**src/rtl/sync_fifo_lvl_pkg.sv**
```systemverilog
// Shared helpers for the sync_fifo_lvl slice: depth/level-width sizing and
// threshold comparisons used for the almost-full/almost-empty flags.
package fifo_pkg;

  function automatic int fifo_depth(input int asize);
    return 1 << asize;
  endfunction

  function automatic int lvl_width(input int asize);
    return asize + 1;
  endfunction

  function automatic logic lvl_ge(input int lvl, input int thr);
    return lvl >= thr;
  endfunction

  function automatic logic lvl_le(input int lvl, input int thr);
    return lvl <= thr;
  endfunction

endpackage

```
**src/rtl/sync_fifo_lvl_dualram.sv**
```systemverilog
// Simple dual-port storage for sync_fifo_lvl: registered write, asynchronous
// read. Contents are never reset.
module dualram
  import fifo_pkg::*;
#(
  parameter int ASIZE = 3,
  parameter int DSIZE = 32
) (
  input  logic             i_we,
  input  logic             i_clk,
  input  logic [ASIZE-1:0] i_wr_addr,
  input  logic [ASIZE-1:0] i_rd_addr,
  input  logic [DSIZE-1:0] i_data,
  output logic [DSIZE-1:0] o_data
);

  localparam int DEPTH = fifo_depth(ASIZE);

  logic [DSIZE-1:0] mem [DEPTH];

  always_ff @(posedge i_clk) begin
    if (i_we) begin
      mem[i_wr_addr] <= i_data;
    end
  end

  assign o_data = mem[i_rd_addr];

endmodule

```
**src/rtl/sync_fifo_lvl.sv**
```systemverilog
// Single-clock FIFO with occupancy level and programmable almost flags.
// Define SYNC_FIFO_ERR_EN to build the sticky ovf/udf error flags.
module sync_fifo_lvl
  import fifo_pkg::*;
#(
  parameter int ASIZE    = 3,
  parameter int DSIZE    = 32,
  parameter int AF_LEVEL = 6,
  parameter int AE_LEVEL = 1
) (
  input  logic             clk,
  input  logic             rst,
  input  logic             wreq,
  input  logic [DSIZE-1:0] wdata,
  input  logic             rreq,
  output logic [DSIZE-1:0] rdata,
  output logic             full,
  output logic             empty,
  output logic             almost_full,
  output logic             almost_empty,
  output logic [ASIZE:0]   level,
  output logic             ovf,
  output logic             udf
);

  localparam int DEPTH = fifo_depth(ASIZE);
  localparam int LW    = lvl_width(ASIZE);
  localparam logic [ASIZE:0] ONE = LW'(1);

  logic [ASIZE:0]   waddr_q, waddr_d, raddr_q, raddr_d, level_q, level_d;
  logic             full_q, full_d, empty_q, empty_d;
  logic             af_q, af_d, ae_q, ae_d;
  logic [DSIZE-1:0] rdata_q, rdata_d, ram_rdata;
  logic             wr_acc, rd_acc;

  // Acceptance looks only at registered flags, so no input-to-flag paths exist.
  assign wr_acc = wreq & ~full_q;
  assign rd_acc = rreq & ~empty_q;

  dualram #(.ASIZE(ASIZE), .DSIZE(DSIZE)) u_ram (
    .i_we      (wr_acc),
    .i_clk     (clk),
    .i_wr_addr (waddr_q[ASIZE-1:0]),
    .i_rd_addr (raddr_q[ASIZE-1:0]),
    .i_data    (wdata),
    .o_data    (ram_rdata)
  );

  always_comb begin
    waddr_d = wr_acc ? waddr_q + ONE : waddr_q;
    raddr_d = rd_acc ? raddr_q + ONE : raddr_q;
    rdata_d = rd_acc ? ram_rdata : rdata_q;
    level_d = level_q;
    case ({wr_acc, rd_acc})
      2'b10:   level_d = level_q + ONE;
      2'b01:   level_d = level_q - ONE;
      default: level_d = level_q;
    endcase
    full_d  = (level_d == LW'(DEPTH));
    empty_d = (level_d == '0);
    af_d    = lvl_ge(int'(level_d), AF_LEVEL);
    ae_d    = lvl_le(int'(level_d), AE_LEVEL);
  end

  always_ff @(posedge clk or negedge rst) begin
    if (!rst) begin
      waddr_q <= '0;
      raddr_q <= '0;
      level_q <= '0;
      rdata_q <= '0;
      full_q  <= 1'b0;
      empty_q <= 1'b1;
      af_q    <= 1'b0;
      ae_q    <= 1'b1;
    end else begin
      waddr_q <= waddr_d;
      raddr_q <= raddr_d;
      level_q <= level_d;
      rdata_q <= rdata_d;
      full_q  <= full_d;
      empty_q <= empty_d;
      af_q    <= af_d;
      ae_q    <= ae_d;
    end
  end

  assign rdata        = rdata_q;
  assign full         = full_q;
  assign empty        = empty_q;
  assign almost_full  = af_q;
  assign almost_empty = ae_q;
  assign level        = level_q;

`ifdef SYNC_FIFO_ERR_EN
  logic ovf_q, udf_q;

  // Sticky until reset: any rejected request is remembered.
  always_ff @(posedge clk or negedge rst) begin
    if (!rst) begin
      ovf_q <= 1'b0;
      udf_q <= 1'b0;
    end else begin
      if (wreq && full_q)  ovf_q <= 1'b1;
      if (rreq && empty_q) udf_q <= 1'b1;
    end
  end

  assign ovf = ovf_q;
  assign udf = udf_q;
`else
  assign ovf = 1'b0;
  assign udf = 1'b0;
`endif

endmodule

```
**config.mk**
```make
export PLATFORM = sky130hd
export DESIGN_NAME = sync_fifo_lvl
export DESIGN_NICKNAME = d
export VERILOG_FILES = /design/src/rtl/sync_fifo_lvl_pkg.sv /design/src/rtl/sync_fifo_lvl_dualram.sv /design/src/rtl/sync_fifo_lvl.sv
export SDC_FILE = /design/constraint.sdc
export NUM_CORES = 1
export LEC_CHECK = 0
export BUFFER_PORTS_ARGS = -buffer_cell sky130_fd_sc_hd__buf_4
export CAP_MARGIN = 25
export CORE_UTILIZATION = 40
export CTS_CLUSTER_DIAMETER = 100
export DETAILED_ROUTE_END_ITERATION = 10
export PLACE_DENSITY = 0.58
export SLEW_MARGIN = 20
export SYNTH_ARGS = -nofsm -noshare
export SYNTH_HDL_FRONTEND = slang
export SYNTH_SLANG_ARGS = --single-unit
```
**constraint.sdc**
```tcl
create_clock -name clk -period 11.5 [get_ports clk]
set_clock_uncertainty 0.15 [all_clocks]
set_input_delay 1.15 -clock clk [delete_from_list [all_inputs] [get_ports clk]]
set_output_delay 1.15 -clock clk [all_outputs]
set_load 0.01 [all_outputs]
```
==> out/summary.txt, run 1 <==
DR WL/cell = 20.6 um
Post-CTS Hold Buffers = 0
Buffers inserted by post-CTS timing repair = 0
Area leader, netlist = edfxtp_1
Setup WS pre-CTS = 7.88 ns
Final core occ = 0.487
Clk buf depth = 3
Final net count = 679
Leak pwr = 4.72 nW
CTS root buf = clkbuf_16
YS warnings = 0
Period Utilization, post-route = 0.264
Status = finished, final reports clean
Worst Hold Class = reg -> reg
H-tree levels = 1
Cells after synthesis = 543
Slowest stage delay, CP = 0.51 ns
Fraction of layout instances using a drive strength above 1 = 0.348
Max IR drop VDD = 0.119 mV
Routability cong. = 0.773
CTS tree = yes
Final worst setup slack = 8.47 ns
Ys flop type = edfxtp_1
Pwr Density = 256 nW/um^2
Max-cap viol count = 0
Seq/Total Area, Yosys = 0.774
Final Hold Viols = 0
Total wire length = 21.5 mm
Syn Area/Cell = 21.0 um^2
Synth Cell Area = 11,400 um^2
Kind of end point of the critical path = flop
Area grow syn2layout = 19.1%
Die X = 171 um
Post-cts sizing count = 0
Num rows = 61
Synth top cells by count = 256 x edfxtp_1, 64 x mux4_2, 44 x dfrtp_1
Worst-path clk slew = 0.06 ns
Via density per instance = 5.06
WL met2 = 10.9 mm
Arr. time, crit path = 3.33 ns
Top Layer Used = met4
IO buf count = 75
Initial drt markers = 418
Drt drc = 0
Met3 wire len = 905 um
RSZ-0062 raised after global routing = false
Initial Util = 0.409
Most common cell in the netlist = edfxtp_1
Core Footprint = 27,900 um^2
Hpwl dp = 12.7 mm
Cell mode on critical path = nor4b_2
GRT Total Usage = 0.155
Largest net degree at the start of global routing = 70
DIE HEIGHT = 171 um
Setup TNS = 0 ns
Final setup fails = 0
Crit path launch type = input port
CP Cell Sequence = buf_4 > nand2b_4 > inv_2 > ha_1 > nor4b_2 > a31oi_1 > a21oi_2 > xor2_2 > nor4b_2
FF+latch area = 8850 um^2
Die area = 29,200 um^2
CP max FO = 69
DRT Pass-1 Iters = 6
Worst Max-Slew Pin Slew = 1.02 ns
Clock latency on the worst-skew pair = 0.55 ns
Post-route ant nets = 0
Vias = 5,275
GRT overflow = 0
Worst Path Required = 11.80 ns
Max frequency = 330 MHz
First-pass GRT wire length = 33.7 mm
Distinct cells, synth = 34
Max-Slew Margin vs Limit = 0.321
Seq cells post-synth = 302
Initial antenna violation count = 1
Vias in the first global route = 5,713
Top-area cell type share of the netlist area = 0.673
Met1 WL = 9.27 mm
Critical path class = in -> reg
Num CTS Buffers = 30
Slowest CP cell = nand2b_4
Tmin final = 3.03 ns
Clock sink total = 302
Ports = 78
Fillers = 2,349
Top post-synthesis cells by area = edfxtp_1 67%, mux4_2 13%, dfrtp_1 9.6%
Share of flip-flops with an asynchronous set or reset = 0.152
Area of the multi-input gates = 2480 um^2
Max-slew violation count = 0
Post-synth EDFFs = 256
worst max-delay path, delay by kind of cell:
family | cells | cell delay, ns
fa+ha+maj | 1 | 0.28
compound gates | 2 | 0.35
buf+inv | 2 | 0.28
simple gates | 3 | 1.02
xor+xnor | 1 | 0.24
registers in the layout (all words and copies together) (netlist names):
signal / count
almost_full: 1
full: 1
u_ram.mem: 256
waddr_q: 3
rdata: 32
level: 4
almost_empty: 1
empty: 1
raddr_q: 3
worst paths after layout:
path,slack [ns],start,cells after the start,to
setup / recovery,8.47,rreq,9,full
hold / removal,0.33,rdata[16],2,rdata[16]
setup reg to reg,8.60,empty,8,full
hold reg to reg,0.33,rdata[16],2,rdata[16]
max in group asynchronous,10.20,rst,1,raddr_q[0]
min in group asynchronous,0.49,rst,1,full
report_power, final:
part / total, mW / switching [mW] / internal, mW
Clock: 1.02 / 0.399 / 0.620
Combinational: 0.882 / 0.426 / 0.456
Sequential: 1.58 / 0.162 / 1.42
Total: 3.48 / 0.986 / 2.50
cell type report:
type	count	share of cell area
sequential	302	0.651
timing repair buffer	90	0.0541
antenna	1	0.000184
clock inverter	21	0.0170
multi-input combinational	213	0.183
inverter	2	0.000552
tap	378	0.0348
clock buffer	35	0.0603
layer usage:
metal  global-route usage  vias up
met3               0.0271       38
met5                    0        -
met4               0.0411        0
li1                     -     2383
met2                0.270       97
met1                0.199     2757
cell families (layout without fill, tap and decap cells):
| kind of cell | after synthesis | count (layout) | synth area share |
|---|---|---|---|
| AOI/OAI and AO/OA | 38 | 38 | 0.0177 |
| xor gates and xnor gates | 8 | 8 | 0.00679 |
| adders and majority gates | 4 | 4 | 0.00438 |
| buffers and inverters | 29 | 148 | 0.0131 |
| DFF | 302 | 302 | 0.774 |
| muxes | 97 | 97 | 0.155 |
| other | 1 | 3 | 0.000328 |
| and+or+nand+nor | 64 | 64 | 0.0284 |
layout by cell type (no fill, tap or decap), types with 2 or more instances in the layout:
cell | netlist | final
nor2_4 | 0 | 3
clkbuf_8 | 0 | 3
o21ai_0 | 32 | 32
nor4b_2 | 2 | 2
edfxtp_1 | 256 | 256
buf_16 | 0 | 3
dfrtp_4 | 0 | 2
mux4_2 | 64 | 64
conb_1 | 1 | 2
clkbuf_16 | 0 | 31
inv_2 | 2 | 2
clkinv_2 | 0 | 10
xnor2_1 | 6 | 6
buf_4 | 8 | 87
nor3_2 | 1 | 5
nand2_1 | 43 | 43
nor3_1 | 6 | 2
mux2i_1 | 32 | 32
ha_1 | 4 | 4
nand2b_1 | 2 | 2
dfrtp_1 | 44 | 41
bufinv_16 | 0 | 5
clkinv_1 | 0 | 4
dfstp_2 | 2 | 2
through the flow:
step | power, mW | cell area [um^2] | hold WS [ns] | instances
final | 3.48 | 13600 | 0.328 | 1042
after global routing | 3.65 | 13600 | 0.358 | 1041
after CTS | 3.54 | 13600 | 0.335 | 1041
after detailed placement | 2.52 | 12500 | 0.321 | 985
after global placement | 2.47 | 12500 | 0.313 | 982
after floorplan | 2.16 | 11400 | 0.366 | 544
Note: power is estimated with default switching activity, not from simulation.
==> run 2: changes to the inputs <==
--- a/config.mk
+++ b/config.mk
@@ -5,6 +5,7 @@
 export SDC_FILE = /design/constraint.sdc
 export NUM_CORES = 1
 export LEC_CHECK = 0
+export ABC_AREA = 1
 export BUFFER_PORTS_ARGS = -buffer_cell sky130_fd_sc_hd__buf_4
 export CAP_MARGIN = 25
 export CORE_UTILIZATION = 40
==> constraint.sdc (replaced) <==
create_clock -name clk -period 2.9 [get_ports clk]
set_clock_uncertainty 0.15 [all_clocks]
set_input_delay 0.29 -clock clk [delete_from_list [all_inputs] [get_ports clk]]
set_output_delay 0.29 -clock clk [all_outputs]
set_load 0.01 [all_outputs]
==> out/summary.txt, run 2 <==
Final Hold Viols = 0 (unchanged)
GRT overflow = 0 (unchanged)
Final net count = 1,013 (was 679)
Worst-path clk slew = 0.06 ns (about the same)
First-pass GRT wire length = 38.5 mm (was 33.7 mm)
Via density per instance = 4.99 (was 5.06)
Crit path launch type = flop (was input port)
Seq/Total Area, Yosys = 0.741 (was 0.774)
Pwr Density = 986 nW/um^2 (was 256 nW/um^2)
Final setup fails = 0 (unchanged)
Worst Path Required = 3.00 ns (was 11.80 ns)
Synth top cells by count = 256 x edfxtp_1, 95 x nand2_1, 78 x inv_1 (was 256 x edfxtp_1, 64 x mux4_2, 44 x dfrtp_1)
CP max FO = 18 (was 69)
Largest register FFs = 256 (unchanged)
Setup WS pre-CTS = 0.694 ns (was 7.88 ns)
Status = finished, final reports clean (unchanged)
Top-area cell type share of the netlist area = 0.644 (was 0.673)
CTS root buf = clkbuf_16 (unchanged)
Num CTS Buffers = 31 (was 30)
Area grow syn2layout = 20.3% (was 19.1%)
Num rows = 62 (was 61)
Most common cell in the netlist = edfxtp_1 (unchanged)
Total wire length = 24.4 mm (was 21.5 mm)
CP Launch Point = full (was rreq)
Max-cap viol count = 0 (unchanged)
Arr. time, crit path = 2.28 ns (was 3.33 ns)
CTS tree = yes (unchanged)
Cells after synthesis = 855 (was 543)
Worst Max-Slew Pin Slew = 0.857 ns (was 1.02 ns)
Placed Instance Area = 13,000 um^2 (was 12,500 um^2)
Buffers & Inverters on Critical Path = 2 (unchanged)
Max-Slew Margin vs Limit = 0.429 (was 0.321)
Clock sink total = 302 (unchanged)
Ports = 78 (unchanged)
Vias = 6,893 (was 5,275)
RSZ-0062 raised after global routing = false (unchanged)
Final worst setup slack = 0.721 ns (was 8.47 ns)
Largest net degree at the start of global routing = 66 (was 70)
Vias in the first global route = 6,936 (was 5,713)
Most frequent cells in the layout = 256 x edfxtp_1, 96 x buf_4, 95 x nand2_1 (was 256 x edfxtp_1, 87 x buf_4, 64 x mux4_2)
Setup TNS = 0 ns (unchanged)
Ys flop type = edfxtp_1 (unchanged)
Slowest stage delay, CP = 0.45 ns (was 0.51 ns)
Distinct cells, synth = 25 (was 34)
Critical path class = reg -> reg (was in -> reg)
Leak pwr = 5.48 nW (was 4.72 nW)
Max IR drop VDD = 0.709 mV (was 0.119 mV)
DRT Pass-1 Iters = 5 (was 6)
CP Cell Sequence = inv_1 > nand2_1 > or2_2 > nor2_4 > buf_12 (was buf_4 > nand2b_4 > inv_2 > ha_1 > nor4b_2 > a31oi_1 > a21oi_2 > xor2_2 > nor4b_2)
Seq cells post-synth = 302 (unchanged)
Slowest CP cell = nor2_4 (was nand2b_4)
Syn Area/Cell = 14.0 um^2 (was 21.0 um^2)
Core Footprint = 29,000 um^2 (was 27,900 um^2)
Kind of end point of the critical path = flop (unchanged)
Clk buf depth = 3 (unchanged)
GRT Total Usage = 0.161 (was 0.155)
Max frequency = 459 MHz
DIE HEIGHT = 175 um (was 171 um)
Most common cell after layout, fill and taps aside = edfxtp_1 (unchanged)
DR WL/cell = 17.7 um (was 20.6 um)
Initial Util = 0.411 (was 0.409)
Initial drt markers = 456 (was 418)
Post-synth EDFFs = 256 (unchanged)
Die area = 30,500 um^2 (was 29,200 um^2)
Drt drc = 0 (unchanged)
Tmin final = 2.18 ns
R2R Path Start = full (was empty)
Synth Cell Area = 11,900 um^2 (was 11,400 um^2)
Share of flip-flops with an asynchronous set or reset = 0.152 (unchanged)
Post-cts sizing count = 0 (unchanged)
Initial antenna violation count = 0 (was 1)
Period Utilization, post-route = 0.751
Max-slew violation count = 0 (unchanged)
Diodes inserted = 0 (was 1)
Post-route ant nets = 0 (unchanged)
YS warnings = 0 (unchanged)
Top post-synthesis cells by area = edfxtp_1 64%, dfrtp_1 9.2%, mux2i_1 5.4% (was edfxtp_1 67%, mux4_2 13%, dfrtp_1 9.6%)
Hold Startpoint = wreq (was rdata[16])
Fraction of layout instances using a drive strength above 1 = 0.163 (was 0.348)
Final instance area = 14,400 um^2 (was 13,600 um^2)
IO buf count = 75 (unchanged)
Worst Hold Class = in -> reg (was reg -> reg)
Largest Register = u_ram.mem (unchanged)
H-tree levels = 1 (unchanged)
Hpwl dp = 14.1 mm (was 12.7 mm)
Routability cong. = 0.696 (was 0.773)
Crit path max-delay family = simple AND/OR/NAND/NOR gates (unchanged)
Area leader, netlist = edfxtp_1 (unchanged)
Power Total = 14.2 mW (was 3.48 mW)
Clock latency on the worst-skew pair = 0.55 ns (about the same)
Die X = 175 um (was 171 um)
[run 2: cell types whose count changed in the layout (fill, tap and decap cells not counted), moves of 45 or more]
| cell | delta |
|---|---|
| o21ai_0 | +45 |
| mux4_2 | -64 |
| o211ai_1 | +64 |
| nand2_1 | +52 |
| inv_1 | +77 |
| a21oi_1 | +64 |
[run 2: metal layers]
layer	routed length (um)	track usage
met1	11500	0.225
met2	11500	0.267
met3	937	0.0239
met4	398	0.0388
met5	0	0
[run 2: repair_timing]
action / CTS / global route
hold buffers: 33 / 0
endpoints found under the hold margin: 300 / 0
buffers inserted: 0 / 0
[run 2: worst reg2reg max path: stages, from the launching register on]
cell,delay [ns]
dfrtp_1,0.38
inv_1,0.05
nand2_1,0.16
or2_2,0.44
nor2_4,0.45
buf_12,0.24
[run 2: final cells by class]
| class | count | area [um^2] |
|---|---|---|
| fill | 2542 | 14700 |
| sequential | 302 | 8850 |
| multi-input combinational | 425 | 2590 |
| timing repair buffer | 134 | 1150 |
| clock buffer | 38 | 822 |
| tap | 384 | 480 |
| inverter | 79 | 297 |
| clock inverter | 19 | 170 |
[run 2: final timing paths]
| check | end | slack, ns | cells past startpoint |
|---|---|---|---|
| setup reg to reg | u_ram.mem[0][10] | 0.72 | 5 |
| setup / recovery | u_ram.mem[0][10] | 0.72 | 5 |
| hold reg to reg | rdata[25] | 0.33 | 2 |
| hold / removal | waddr_q[0] | 0.02 | 4 |
| min in group asynchronous | almost_full | 0.18 | 2 |
| max in group asynchronous | raddr_q[0] | 1.87 | 2 |
[run 2: metrics by stage]
| step | std cells | utilization | hold WS [ns] |
|---|---|---|---|
| after floorplan | 856 | - | -0.156 |
| after global placement | 1291 | 0.449 | 0.245 |
| after detailed placement | 1291 | 0.449 | 0.256 |
| after CTS | 1381 | 0.495 | 0.00690 |
| after global routing | 1381 | 0.495 | 0.0390 |
| final | 1381 | 0.495 | 0.0201 |
[run 2: power by group]
part	switching, mW	internal, mW
combinational	2.63	1.66
sequential	0.400	5.62
clock	1.58	2.27
total	4.61	9.55
[run 2: kinds of logic after synthesis]
kind of cell / synth area share
buffers and inverters: 0.0476
DFF: 0.741
AOI/OAI and AO/OA: 0.100
xor gates and xnor gates: 0.00440
and+or+nand+nor: 0.0486
muxes: 0.0537
other: 0.000314
adders and majority gates: 0.00419
